--- config.mk ---
export PLATFORM = sky130hd
export DESIGN_NAME = fifo_wr_arbiter_flat
export DESIGN_NICKNAME = d
export VERILOG_FILES = /design/src/rtl/fifo_wr_arbiter_if.sv /design/src/rtl/fifo_wr_arbiter.sv /design/src/flat_wrapper.sv
export SDC_FILE = /design/constraint.sdc
export NUM_CORES = 1
export LEC_CHECK = 0
export CAP_MARGIN = 20
export CORE_MARGIN = 5
export CORE_UTILIZATION = 36
export DETAILED_ROUTE_END_ITERATION = 6
export PLACE_DENSITY_LB_ADDON = 0.15
export SYNTH_ARGS = -nofsm -noshare
export SYNTH_HDL_FRONTEND = slang
export SYNTH_SLANG_ARGS = --single-unit
--- constraint.sdc ---
create_clock -name i_clk_wr -period 2 [get_ports i_clk_wr]
set_input_delay 0.4 -clock i_clk_wr [delete_from_list [all_inputs] [get_ports i_clk_wr]]
set_output_delay 0.4 -clock i_clk_wr [all_outputs]
set_load 0.03 [all_outputs]
--- src/rtl/fifo_wr_arbiter_if.sv ---
// Signal bundle between the write-port arbiter, its requesters and the FIFO
// write port. The arbiter connects through the master modport; the
// environment (requesters, FIFO, status observers) uses the slave modport.
interface fifo_wr_arbiter_if #(
    parameter int NUM_REQ = 4,
    parameter int DATA_W  = 8,
    parameter int ID_W    = (NUM_REQ > 1) ? $clog2(NUM_REQ) : 1
);
    logic [NUM_REQ-1:0]        req_valid;
    logic [NUM_REQ*DATA_W-1:0] req_data;
    logic [NUM_REQ-1:0]        req_last;
    logic [NUM_REQ-1:0]        req_ready;
    logic                      fifo_full;
    logic                      fifo_wr_en;
    logic [DATA_W-1:0]         fifo_data_in;
    logic [ID_W-1:0]           grant_id;
    logic                      busy;

    modport master (
        input  req_valid, req_data, req_last, fifo_full,
        output req_ready, fifo_wr_en, fifo_data_in, grant_id, busy
    );

    modport slave (
        output req_valid, req_data, req_last, fifo_full,
        input  req_ready, fifo_wr_en, fifo_data_in, grant_id, busy
    );
endinterface

--- src/rtl/fifo_wr_arbiter.sv ---
// Round-robin arbiter sharing one FIFO write port between NUM_REQ requesters.
// A grant lasts for one packet (req_last) or MAX_BURST beats, whichever
// comes first, then the search pointer moves past the released requester.
//
//   state    | meaning
//   ---------+-----------------------------------------------------------
//   ST_IDLE  | arbitration cycle; pick first valid requester from rr_ptr
//   ST_GRANT | granted requester owns the write port until release
module fifo_wr_arbiter #(
    parameter int NUM_REQ   = 4,
    parameter int DATA_W    = 8,
    parameter int MAX_BURST = 4,
    parameter int ID_W      = (NUM_REQ > 1) ? $clog2(NUM_REQ) : 1
) (
    input  logic               i_clk_wr,
    input  logic               i_wr_reset_n,
    fifo_wr_arbiter_if.master  bus
);

    typedef enum logic {ST_IDLE, ST_GRANT} state_t;

    state_t            r_state;
    state_t            w_state_nxt;
    logic [ID_W-1:0]   r_rr_ptr;
    logic [ID_W-1:0]   w_rr_ptr_nxt;
    logic [ID_W-1:0]   r_grant_id;
    logic [ID_W-1:0]   w_grant_id_nxt;
    logic [7:0]        r_beat_cnt;
    logic [7:0]        w_beat_cnt_nxt;
    logic              r_busy;
    logic              w_busy_nxt;

    logic              w_any_req;
    logic [ID_W-1:0]   w_sel;
    logic              w_g_valid;
    logic              w_g_last;
    logic [DATA_W-1:0] w_g_data;
    logic              w_xfer;
    logic              w_release;

    // Round-robin search: first valid requester at or after rr_ptr (wrapping).
    always_comb begin : p_rr_search
        int idx;
        w_any_req = 1'b0;
        w_sel     = r_rr_ptr;
        idx       = 0;
        for (int i = 0; i < NUM_REQ; i++) begin
            idx = int'(r_rr_ptr) + i;
            if (idx >= NUM_REQ) begin
                idx = idx - NUM_REQ;
            end
            if (!w_any_req && bus.req_valid[idx]) begin
                w_any_req = 1'b1;
                w_sel     = ID_W'(idx);
            end
        end
    end

    // Select the granted requester's valid/last/data.
    always_comb begin
        w_g_valid = 1'b0;
        w_g_last  = 1'b0;
        w_g_data  = '0;
        for (int k = 0; k < NUM_REQ; k++) begin
            if (ID_W'(k) == r_grant_id) begin
                w_g_valid = bus.req_valid[k];
                w_g_last  = bus.req_last[k];
                w_g_data  = bus.req_data[k*DATA_W +: DATA_W];
            end
        end
    end

    assign w_xfer    = (r_state == ST_GRANT) && w_g_valid && !bus.fifo_full;
    assign w_release = w_xfer && (w_g_last || (r_beat_cnt == 8'(MAX_BURST - 1)));

    // Next-state logic: grant on any request in IDLE, release on last beat or burst limit.
    always_comb begin
        w_state_nxt    = r_state;
        w_rr_ptr_nxt   = r_rr_ptr;
        w_grant_id_nxt = r_grant_id;
        w_beat_cnt_nxt = r_beat_cnt;
        w_busy_nxt     = r_busy;
        case (r_state)
            ST_IDLE: begin
                if (w_any_req) begin
                    w_state_nxt    = ST_GRANT;
                    w_grant_id_nxt = w_sel;
                    w_beat_cnt_nxt = 8'd0;
                    w_busy_nxt     = 1'b1;
                end
            end
            ST_GRANT: begin
                if (w_xfer) begin
                    w_beat_cnt_nxt = r_beat_cnt + 8'd1;
                end
                if (w_release) begin
                    w_state_nxt  = ST_IDLE;
                    w_busy_nxt   = 1'b0;
                    w_rr_ptr_nxt = (r_grant_id == ID_W'(NUM_REQ - 1)) ? '0
                                                                      : r_grant_id + ID_W'(1);
                end
            end
            default: begin
                w_state_nxt = ST_IDLE;
                w_busy_nxt  = 1'b0;
            end
        endcase
    end

    // State and bookkeeping registers.
    always_ff @(posedge i_clk_wr or negedge i_wr_reset_n) begin
        if (!i_wr_reset_n) begin
            r_state    <= ST_IDLE;
            r_rr_ptr   <= '0;
            r_grant_id <= '0;
            r_beat_cnt <= 8'd0;
            r_busy     <= 1'b0;
        end else begin
            r_state    <= w_state_nxt;
            r_rr_ptr   <= w_rr_ptr_nxt;
            r_grant_id <= w_grant_id_nxt;
            r_beat_cnt <= w_beat_cnt_nxt;
            r_busy     <= w_busy_nxt;
        end
    end

    // One-hot ready to the granted requester while the FIFO can take a beat.
    always_comb begin
        bus.req_ready = '0;
        for (int k = 0; k < NUM_REQ; k++) begin
            if ((r_state == ST_GRANT) && !bus.fifo_full && (ID_W'(k) == r_grant_id)) begin
                bus.req_ready[k] = 1'b1;
            end
        end
    end

    assign bus.fifo_wr_en   = w_xfer;
    assign bus.fifo_data_in = (r_state == ST_GRANT) ? w_g_data : '0;
    assign bus.grant_id     = r_grant_id;
    assign bus.busy         = r_busy;

endmodule

--- src/flat_wrapper.sv ---
// flat-port wrapper written by rule: the top's interface ports become plain ports
module fifo_wr_arbiter_flat 
#(
    parameter int NUM_REQ   = 4,
    parameter int DATA_W    = 8,
    parameter int MAX_BURST = 4,
    parameter int ID_W      = (NUM_REQ > 1) ? $clog2(NUM_REQ) : 1
)
  (i_clk_wr, i_wr_reset_n, bus_req_valid, bus_req_data, bus_req_last, bus_fifo_full, bus_req_ready, bus_fifo_wr_en, bus_fifo_data_in, bus_grant_id, bus_busy);
  fifo_wr_arbiter_if #(.NUM_REQ(NUM_REQ), .DATA_W(DATA_W), .ID_W(ID_W)) bus_i ();
  input  logic i_clk_wr;
  input  logic i_wr_reset_n;
  input wire logic [$bits(bus_i.req_valid)-1:0] bus_req_valid;
  input wire logic [$bits(bus_i.req_data)-1:0] bus_req_data;
  input wire logic [$bits(bus_i.req_last)-1:0] bus_req_last;
  input wire logic [$bits(bus_i.fifo_full)-1:0] bus_fifo_full;
  output wire logic [$bits(bus_i.req_ready)-1:0] bus_req_ready;
  output wire logic [$bits(bus_i.fifo_wr_en)-1:0] bus_fifo_wr_en;
  output wire logic [$bits(bus_i.fifo_data_in)-1:0] bus_fifo_data_in;
  output wire logic [$bits(bus_i.grant_id)-1:0] bus_grant_id;
  output wire logic [$bits(bus_i.busy)-1:0] bus_busy;
  assign bus_i.req_valid = bus_req_valid;
  assign bus_i.req_data = bus_req_data;
  assign bus_i.req_last = bus_req_last;
  assign bus_i.fifo_full = bus_fifo_full;
  assign bus_req_ready = bus_i.req_ready;
  assign bus_fifo_wr_en = bus_i.fifo_wr_en;
  assign bus_fifo_data_in = bus_i.fifo_data_in;
  assign bus_grant_id = bus_i.grant_id;
  assign bus_busy = bus_i.busy;
  fifo_wr_arbiter #(.NUM_REQ(NUM_REQ), .DATA_W(DATA_W), .MAX_BURST(MAX_BURST), .ID_W(ID_W)) u_core (.i_clk_wr(i_clk_wr), .i_wr_reset_n(i_wr_reset_n), .bus(bus_i));
endmodule
==> results.ini, run 1 <==
[status]
outcome = complete, but fails checks
violations = setup timing

[floorplan]
row_count = 20
start_util_pct = 37.4
core_um2 = 3050
pin_count = 59
die_w_um = 66.3
die_area_um2 = 4400
die_h_um = 66.3

[synthesis]
yosysSeqAreaShare_pct = 30.7
syn_nets = 194
synth.top_cell.area_share_pct = 30.7
synth_area_per_cell_um2 = 7.82
synthCells = 146
mappedNetlistArea_um2 = 1140
synth-seq-cells = 14
synth-edff-count = 0
synthArstFlopShare_pct = 100
synth_area_leaders = dfrtp_1 (31%), a21oi_1 (6.1%), a221oi_1 (6.1%), ha_1 (5.5%), nor2b_1 (5.5%)
synth_area_leader_cell = dfrtp_1
synth_flop_cell = dfrtp_1
ys_warn_count = 0
synthDistinctLibCells = 37

[power]
ir_worst_vdd_uv = 1040
p_leak_nw = 0.901
p_per_area_nw_per_um2 = 1660

[detailed_routing]
drc = 0
drtIter0Drc = 88
finalWirelength_um = 4370
wl_per_cell_um = 16.5
avgViaCountPerCell = 5.31
ant_nets = 0
drtPass1Iterations = 4
vias = 1407

[sta]
finalMaxSlewViolations = 0
setup_ws_ps = -281
grt_setup_unrepaired = yes
fin_skew_ps = 1.65
min_period_over_period_pct = 114
tightest_slew_ps = 651
worst_slew_margin_rel_pct = 56.5
hold_violations = 0
period_needed_ps = 2280
finalSetupViolations = 14
max_freq_mhz = 438

[placement]
place_area_um2 = 1910
routabilityCongestion = 0.872
dp.cells = 256
place_hpwl_um = 3200
place.port_buffers = 58

[worst_setup_path]
critPathLaunchType = flop
endpoint_kind = output port
worstPathMaxFanout = 8
cp.arrival_ps = 1880
cp.required_ps = 1600
timing_worst_setup_path_type = reg2out

[final_layout]
final_area_um2 = 2270
n_antenna_cell = 0
drive_gt1_share_pct = 40.7
area_growth_pct = 98.8
final_cell_mix = clkdlybuf4s50_1 (45), buf_4 (19), dfrtp_1 (12), buf_6 (10)
fin_cells = 265
final_common_cell = clkdlybuf4s50_1
nets = 270
fill_cells = 233

[global_routing]
antenna_found_initial = 0
grt_pass1_wl_um = 7300
overflow = 0
grt_max_degree = 21
grt.total_usage_pct = 21.3
grt_pass1_vias = 1508

[flow_run]
cap_violations = 0

[clock_tree]
cts_buffers = 3
clock-root-buffer = clkbuf_4
tritoncts = yes
clock_path_buffers = 2
clk_pin_slew_worst_paths_ps = 90
htreeDepth = 1
clkSinkCount = 14
clk_latency_ps = 280

[worst_hold_path]
min_path_type = reg2reg

sequential cells by signal, indices dropped and copies added (netlist names):
| register | flops |
|---|---|
| u_core.bus.grant_id | 2 |
| u_core.r_state | 1 |
| u_core.r_rr_ptr | 2 |
| u_core.r_beat_cnt | 8 |
| u_core.bus.busy | 1 |
cell families (layout without fill, tap and decap cells):
group	count (synthesis)	count (layout)	synth area share, %
compound gates	43	43	25.5
mux	4	4	3.72
buf+inv	16	91	5.48
simple gates	64	64	29.1
fa+ha+maj	5	5	5.48
flops	14	14	30.7
critical path: stages (launching register included):
cell and delay, ps:
dfrtp_2 410, inv_2 60, ha_4 160, nor2b_4 120, buf_12 140, a221oi_2 260
nor3_2 80, a21oi_2 160, nor2_4 40, buf_4 160
cell usage after synthesis, drive strengths merged (3+ instances only):
cell type and count:
o31ai 3, a21oi 14, nor2b 10, o21ai 8, and2 7, nand2 9
nand3 4, nor2 13, a221oi 9, nor3 11, ha 5, clkbuf 5
inv 8, buf 3, o211ai 3, dfrtp 14
layout make-up:
cell class,instances,area [um^2],area share (%)
Inverter,8,32.5,1.43
Clock buffer,4,26.3,1.16
Timing Repair Buffer,79,811,35.7
Tap cell,44,55.1,2.42
Multi-Input combinational cell,116,993,43.7
Sequential cell,14,353,15.5
path summary, 6_finish.rpt:
path	start	end	slack (ps)	cells after the start
hold / removal	u_core.bus.busy	u_core.bus.busy	500	1
setup / recovery	u_core.bus.grant_id[0]	bus_fifo_data_in[2]	-280	9
hold reg to reg	u_core.bus.busy	u_core.bus.busy	500	1
setup reg to reg	u_core.bus.grant_id[0]	u_core.r_beat_cnt[5]	-220	10
max in group asynchronous	i_wr_reset_n	u_core.bus.grant_id[1]	1030	1
min in group asynchronous	i_wr_reset_n	u_core.r_beat_cnt[4]	510	1
routing by layer:
| metal | wire [um] | up-vias | GRT usage (%) | share of wire [%] |
|---|---|---|---|---|
| met5 | 0 | - | 0 | 0 |
| met3 | 190 | 0 | 3.40 | 4.3 |
| li1 | - | 682 | - | - |
| met1 | 1690 | 684 | 24.7 | 39 |
| met2 | 2490 | 41 | 41.9 | 57 |
| met4 | 0 | 0 | 1.52 | 0 |
stage by stage:
| stage | setup TNS (ps) | power (W) | setup slack, ps | hold WS [ps] | utilization (%) |
|---|---|---|---|---|---|
| global route | -4200 | 0.00402 | -377 | 524 | 74.4 |
| CTS | -2800 | 0.00354 | -293 | 501 | 71.2 |
| global placement | -1670 | 0.00282 | -221 | 482 | 62.7 |
| detailed placement | -2860 | 0.00289 | -335 | 475 | 62.7 |
| finish | -2530 | 0.00376 | -281 | 500 | 74.4 |
| floorplan | -117 | 0.00201 | -20.6 | 104 | - |
power by group:
part / internal [W] / switching (W) / total [W] / leakage [nW]
registers: 0.000378 / 0.000117 / 0.000495 / 0.174
clock network: 0.0000774 / 0.0000948 / 0.000172 / 0.0150
logic: 0.00148 / 0.00162 / 0.00309 / 0.711
timing repair:
| item | CTS | global route |
|---|---|---|
| gates resized for setup | 43 | 13 |
| pin swaps | 15 | 1 |
| hold buffers | 0 | 0 |
| gates cloned | 0 | 1 |
| setup endpoints to repair | 18 | 19 |
| setup buffers | 4 | 1 |
(Power assumes the default switching activity.)
==> run 2: changes to the inputs <==
--- a/config.mk
+++ b/config.mk
@@ -9,6 +9,7 @@
 export CORE_MARGIN = 5
 export CORE_UTILIZATION = 36
 export DETAILED_ROUTE_END_ITERATION = 6
+export HOLD_SLACK_MARGIN = 0.06
 export PLACE_DENSITY_LB_ADDON = 0.15
 export SYNTH_ARGS = -nofsm -noshare
 export SYNTH_HDL_FRONTEND = slang
==> results of run 2 <==
The final DEF is identical to that of run 1; final timing and power are the same.
==> RTL change 1 (config.mk and constraints of run 1) <==
`NUM_REQ` is set to 4 in 3 places; all go to 16.
--- a/src/rtl/fifo_wr_arbiter_if.sv
+++ b/src/rtl/fifo_wr_arbiter_if.sv
@@ -2,7 +2,7 @@
 // write port. The arbiter connects through the master modport; the
 // environment (requesters, FIFO, status observers) uses the slave modport.
 interface fifo_wr_arbiter_if #(
-    parameter int NUM_REQ = 4,
+    parameter int NUM_REQ = 16,
     parameter int DATA_W  = 8,
     parameter int ID_W    = (NUM_REQ > 1) ? $clog2(NUM_REQ) : 1
 );
--- a/src/rtl/fifo_wr_arbiter.sv
+++ b/src/rtl/fifo_wr_arbiter.sv
@@ -7,7 +7,7 @@
 //   ST_IDLE  | arbitration cycle; pick first valid requester from rr_ptr
 //   ST_GRANT | granted requester owns the write port until release
 module fifo_wr_arbiter #(
-    parameter int NUM_REQ   = 4,
+    parameter int NUM_REQ   = 16,
     parameter int DATA_W    = 8,
     parameter int MAX_BURST = 4,
     parameter int ID_W      = (NUM_REQ > 1) ? $clog2(NUM_REQ) : 1
--- a/src/flat_wrapper.sv
+++ b/src/flat_wrapper.sv
@@ -1,7 +1,7 @@
 // flat-port wrapper written by rule: the top's interface ports become plain ports
 module fifo_wr_arbiter_flat 
 #(
-    parameter int NUM_REQ   = 4,
+    parameter int NUM_REQ   = 16,
     parameter int DATA_W    = 8,
     parameter int MAX_BURST = 4,
     parameter int ID_W      = (NUM_REQ > 1) ? $clog2(NUM_REQ) : 1
Ports: changed (5 resized); port bits go from 59 to 193. No check against the original RTL was run, so the function may have changed too.
==> RTL change 1 against run 1 <==
The flow still finishes with violations (setup timing). Area after synthesis grew to 4.3 times the old value. Fmax shrank 39%. Worst setup slack lost 1.5 ns. Sequential cell count grew 4. Final area grew to 4.5 times the old value. Routed wire length grew to 6.3 times the old value. Sequential share of layout area shrank 11 points. Cell count grew to 4.7 times the old value. First-iteration DRC count grew to 9.0 times the old value. Power grew to 5.9 times the old value.
==> RTL change 1: results (changes against run 1) <==
- Post-DP HPWL: 21,100 µm (+560%)
- Routed len/inst: 22.1 µm (+34%)
- 1st-iter DRT viols: 794 (+800%)
- Max VDD drop: 0.00118 V (+14%)
- Adder-Cell Fraction of Synth Area: 3.06% (-2.4 points)
- First-pass GRT wire length: 41,300 µm (+470%)
- Ranking of synthesized cells by area: mux4_2 (13%), dfrtp_1 (9.2%), mux2_2 (6.9%)
- Via-per-instance ratio: 6.13 (+16%)
- CTS buffer count: 3 (unchanged)
- Vias in the first global route: 7,635 (+410%)
- Library cells used by synthesis: 71 (+92%)
- Post-synthesis sequential area ratio: 9.19% (-21 points)
- Critical Path Start: u_core.r_rr_ptr[0]
- Critical path arrival: 3.86 ns (+1.98 ns)
- Synth Area in Compound Gates: 29.5% (+3.9 points)
- FFs w/ async S/R, synth: 100% (unchanged)
- CTS root buf: clkbuf_16
- RD Place Congestion: 1.00 (+15%)
- Worst skew pair latency: 0.25 ns (-0.03 ns)
- CP max stage cell: mux4_2
- Worst stage delay on the critical path: 0.55 ns (+0.14 ns)
- Clock transition at the registers of the reported paths: 0.06 ns (-0.03 ns)
- Reg2Reg Depth: 13 (+3)
- Synth top cells by count: nand2_1 (82), o21ai_0 (53), nor2_1 (34)
- Post-Synth XOR/XNOR Area: 2.14% (+2.1 points)
- Antenna diodes: 0 (unchanged)
- GRT Total Usage: 31.8% (+11 points)
- Failing checks: setup timing
- Mux share of post-synthesis cell area: 26.0% (+22 points)
- P_leak: 4.52 nW (+400%)
- Number of port buffers: 192 (+230%)
- Final worst setup slack: -1.74 ns (-1.46 ns)
- Worst-path fanout max: 7 (-1)
- Critical path destination: u_core.bus.grant_id[0]
- Htree depth: 1 (unchanged)
- Worst-Margin Slew: 0.456 ns (-0.195 ns)
- Syn Nets: 819 (+320%)
- Clk_skew: 0.00185 ns (+0.000194 ns)
- Status: finished with violations
- First-pass detailed-route iteration total: 5 (+1)
- Worst Hold Class: primary input to asynchronous set/reset pin
- # setup viols final: 41 (+27)
- # nets final: 1,253 (+360%)
- Share of cells above drive strength 1: 45.6% (+4.9 points)
- Cell Area, Placed: 8830 µm² (+360%)
- Pin count of the biggest net entering global routing: 19 (-9.5%)
-- RTL change 1: what timing repair did --
action / in CTS / in global routing
pin swaps: 57 / 54
setup endpoints to repair: 41 / 43
gates cloned: 4 / 1
resized for setup: 164 / 67
setup buffers: 40 / 21
-- RTL change 1: power by group through the flow --
stage	Sequential, W	Combinational [W]	Clock (W)
finish	0.000706	0.0211	0.000460
global route	0.000717	0.0222	0.000482
CTS	0.000694	0.0195	0.000459
detailed placement	0.000695	0.0177	0
global placement	0.000691	0.0175	0
floorplan	0.000704	0.00969	0
-- RTL change 1: metrics by stage --
step,worst slack [ns],hold slack (ns),util [%],TNS (ns),std cells
after detailed placement,-1.87,0.500,66.4,-39.40,1193
after floorplan,-1.91,0.104,-,-36.39,644
after CTS,-1.69,0.496,73.5,-38.29,1235
final,-1.74,0.489,76.7,-39.66,1253
after global routing,-1.79,0.520,76.7,-42.44,1253
after global placement,-1.79,0.505,66.4,-38.09,1193
-- RTL change 1: cell families after synthesis --
logic type / count (synthesis)
XOR/XNOR: 12
AND/OR/NAND/NOR: 240
AO/OA/AOI/OAI: 208
adder cells (fa/ha/maj): 12
multiplexers: 87
flip-flops: 18
buffers and inverters: 67
-- RTL change 1: worst max-delay path, delay by kind of cell (launching register included) --
kind,cells,cell delay [ns]
buf+inv,5,0.69
flops,1,0.43
xor+xnor,1,0.16
mux,3,1.18
simple gates,4,1.15
-- RTL change 1: metal layers --
layer  share of wire (%)  track usage, %  wire length, µm
met5                   0               0                0
met2                  50            56.1            13900
met3                 9.1            4.67             2510
met4                 4.9            12.0             1350
met1                  36            39.2            10000
-- RTL change 1: cell type report --
cell class,count,area [µm²]
multi-input cells,560,4910
repair buffers,476,4440
fillers,909,3090
flip-flops and latches,18,455
well taps,176,220
clock buffers,4,88.8
inverters,19,86.3
==> RTL change 2 (settings of run 1) <==
Made on the original files. One comparison of `r_beat_cnt` changes from == to >=.
--- a/src/rtl/fifo_wr_arbiter.sv
+++ b/src/rtl/fifo_wr_arbiter.sv
@@ -71,7 +71,7 @@
     end
 
     assign w_xfer    = (r_state == ST_GRANT) && w_g_valid && !bus.fifo_full;
-    assign w_release = w_xfer && (w_g_last || (r_beat_cnt == 8'(MAX_BURST - 1)));
+    assign w_release = w_xfer && (w_g_last || (r_beat_cnt >= 8'(MAX_BURST - 1)));
 
     // Next-state logic: grant on any request in IDLE, release on last beat or burst limit.
     always_comb begin
Check against the original RTL: same outputs for any inputs over 10 cycles, from zero or initial values and one cycle with i_wr_reset_n low; that may be too few to reach the edited logic, so the function may still have changed.
==> RTL change 2 against run 1 <==
The flow still finishes with violations (setup timing). Hold slack improved by 0.0011 ns. Sequential share of layout area down 0.51 points. Worst setup slack improved by 0.00091 ns. Power shrank 8.4%. Final area rose by 3.4%. Die area rose by 1.6%. Area after synthesis is 1.9% higher. Fmax about the same. Sequential power increased by 2%. Non-clock buffer count grew 14. Routed wire length grew 7.9%. Sequential cell count did not move. Highest routed layer is now met4.
==> RTL change 2: results (changes against run 1) <==
- Share of cells above drive strength 1: 43.9% (+3.2 points)
- Pin count of the biggest net entering global routing: 18 (-14%)
- Max VDD drop: 0.000854 V (-18%)
- Yosys top cell area share: 30.1% (-0.56 points)
- DRT met1 WL: 1700 µm (+0.89%)
- Mux share of post-synthesis cell area: 3.44% (-0.28 points)
- Vias: 1,482 (+5.3%)
- Ranking of synthesized cells by area: dfrtp_1 (30%), a22o_1 (6.8%), ha_1 (5.4%)
- Sw frac: 47.3% (-1.4 points)
- Reg with most FFs: u_core.r_beat_cnt
- Final wirelength: 4720 µm (+7.9%)
- Met3 WL: 299 µm (+57%)
- Cell Area, Placed: 1950 µm² (+1.9%)
- Setup TNS: -2.32 ns (+0.213 ns)
- Adder-Cell Fraction of Synth Area: 5.38% (-0.10 points)
- Met1 Usage GRT: 21.5% (-3.2 points)
- Clock power share: 6.1% (+1.5 points)
- Crit path max-delay family: flip-flops
- # nets final: 279 (+3.3%)
- Fillers: 223 (-4.3%)
- Worst-path fanout max: 4 (-4)
- Synth top cells by count: nand2_1 (15), dfrtp_1 (14), o21ai_0 (11)
- Synth Area in Compound Gates: 34.3% (+8.8 points)
- Failing checks: setup timing
- Met3 Use GR: 5.23% (+1.8 points)
- WL met2: 2650 µm (+6.2%)
- # setup viols final: 19 (+5)
- Fraction of power consumed by sequential logic: 14.7% (+1.5 points)
- Top Layer Used: met4
- Clk_skew: 0.00499 ns (+0.00334 ns)
- Worst stage delay on the critical path: 0.46 ns (+0.05 ns)
- Library cells used by synthesis: 39 (+5.4%)
- P_leak: 0.991 nW (+10%)
- GR Util met2: 34.4% (-7.5 points)
- Worst Hold Class: primary input to asynchronous set/reset pin
- Syn Nets: 189 (-2.6%)
- Worst-Margin Slew: 0.637 ns (-0.0139 ns)
- Status: finished with violations
- Setup slack at placement: -0.194 ns (+0.142 ns)
- Post-CTS setup buffers: 2 (-2)
- 1st-iter DRT viols: 56 (-36%)
- GRT Total Usage: 18.6% (-2.7 points)
- Vias in the first global route: 1,433 (-5.0%)
- Post-Synth XOR/XNOR Area: 0.753% (+0.75 points)
- First-pass GRT wire length: 6400 µm (-12%)
- RD Place Congestion: 0.803 (-7.9%)
- Post-DP HPWL: 3170 µm (-0.76%)
- Post-synthesis sequential area ratio: 30.1% (-0.56 points)
- DP Cell Count: 261 (+2.0%)
- Final worst setup slack: -0.280 ns (+0.000915 ns)
- First-pass detailed-route iteration total: 5 (+1)
## RTL change 2: path summary, 6_finish.rpt
kind,startpoint,endpoint,slack [ns],depth (start not counted)
min reg2reg,u_core.bus.busy,u_core.bus.busy,0.53,2
min,i_wr_reset_n,u_core.r_beat_cnt[2],0.50,1
max in group asynchronous,i_wr_reset_n,u_core.bus.grant_id[0],1.05,1
min in group i_clk_wr,u_core.bus.busy,u_core.bus.busy,0.53,2
max,u_core.bus.grant_id[1],bus_fifo_wr_en,-0.28,8
max reg2reg,u_core.bus.grant_id[1],u_core.r_rr_ptr[1],-0.09,10
## RTL change 2: area by class of cell
cell class | count | area [µm²] | area share (%)
Inverter | 10 | 46.3 | 1.97
Timing Repair Buffer | 93 | 883 | 37.6
Tap cell | 44 | 55.1 | 2.35
Sequential cell | 14 | 353 | 15.0
Clock buffer | 4 | 36.3 | 1.55
Multi-Input combinational cell | 109 | 973 | 41.5
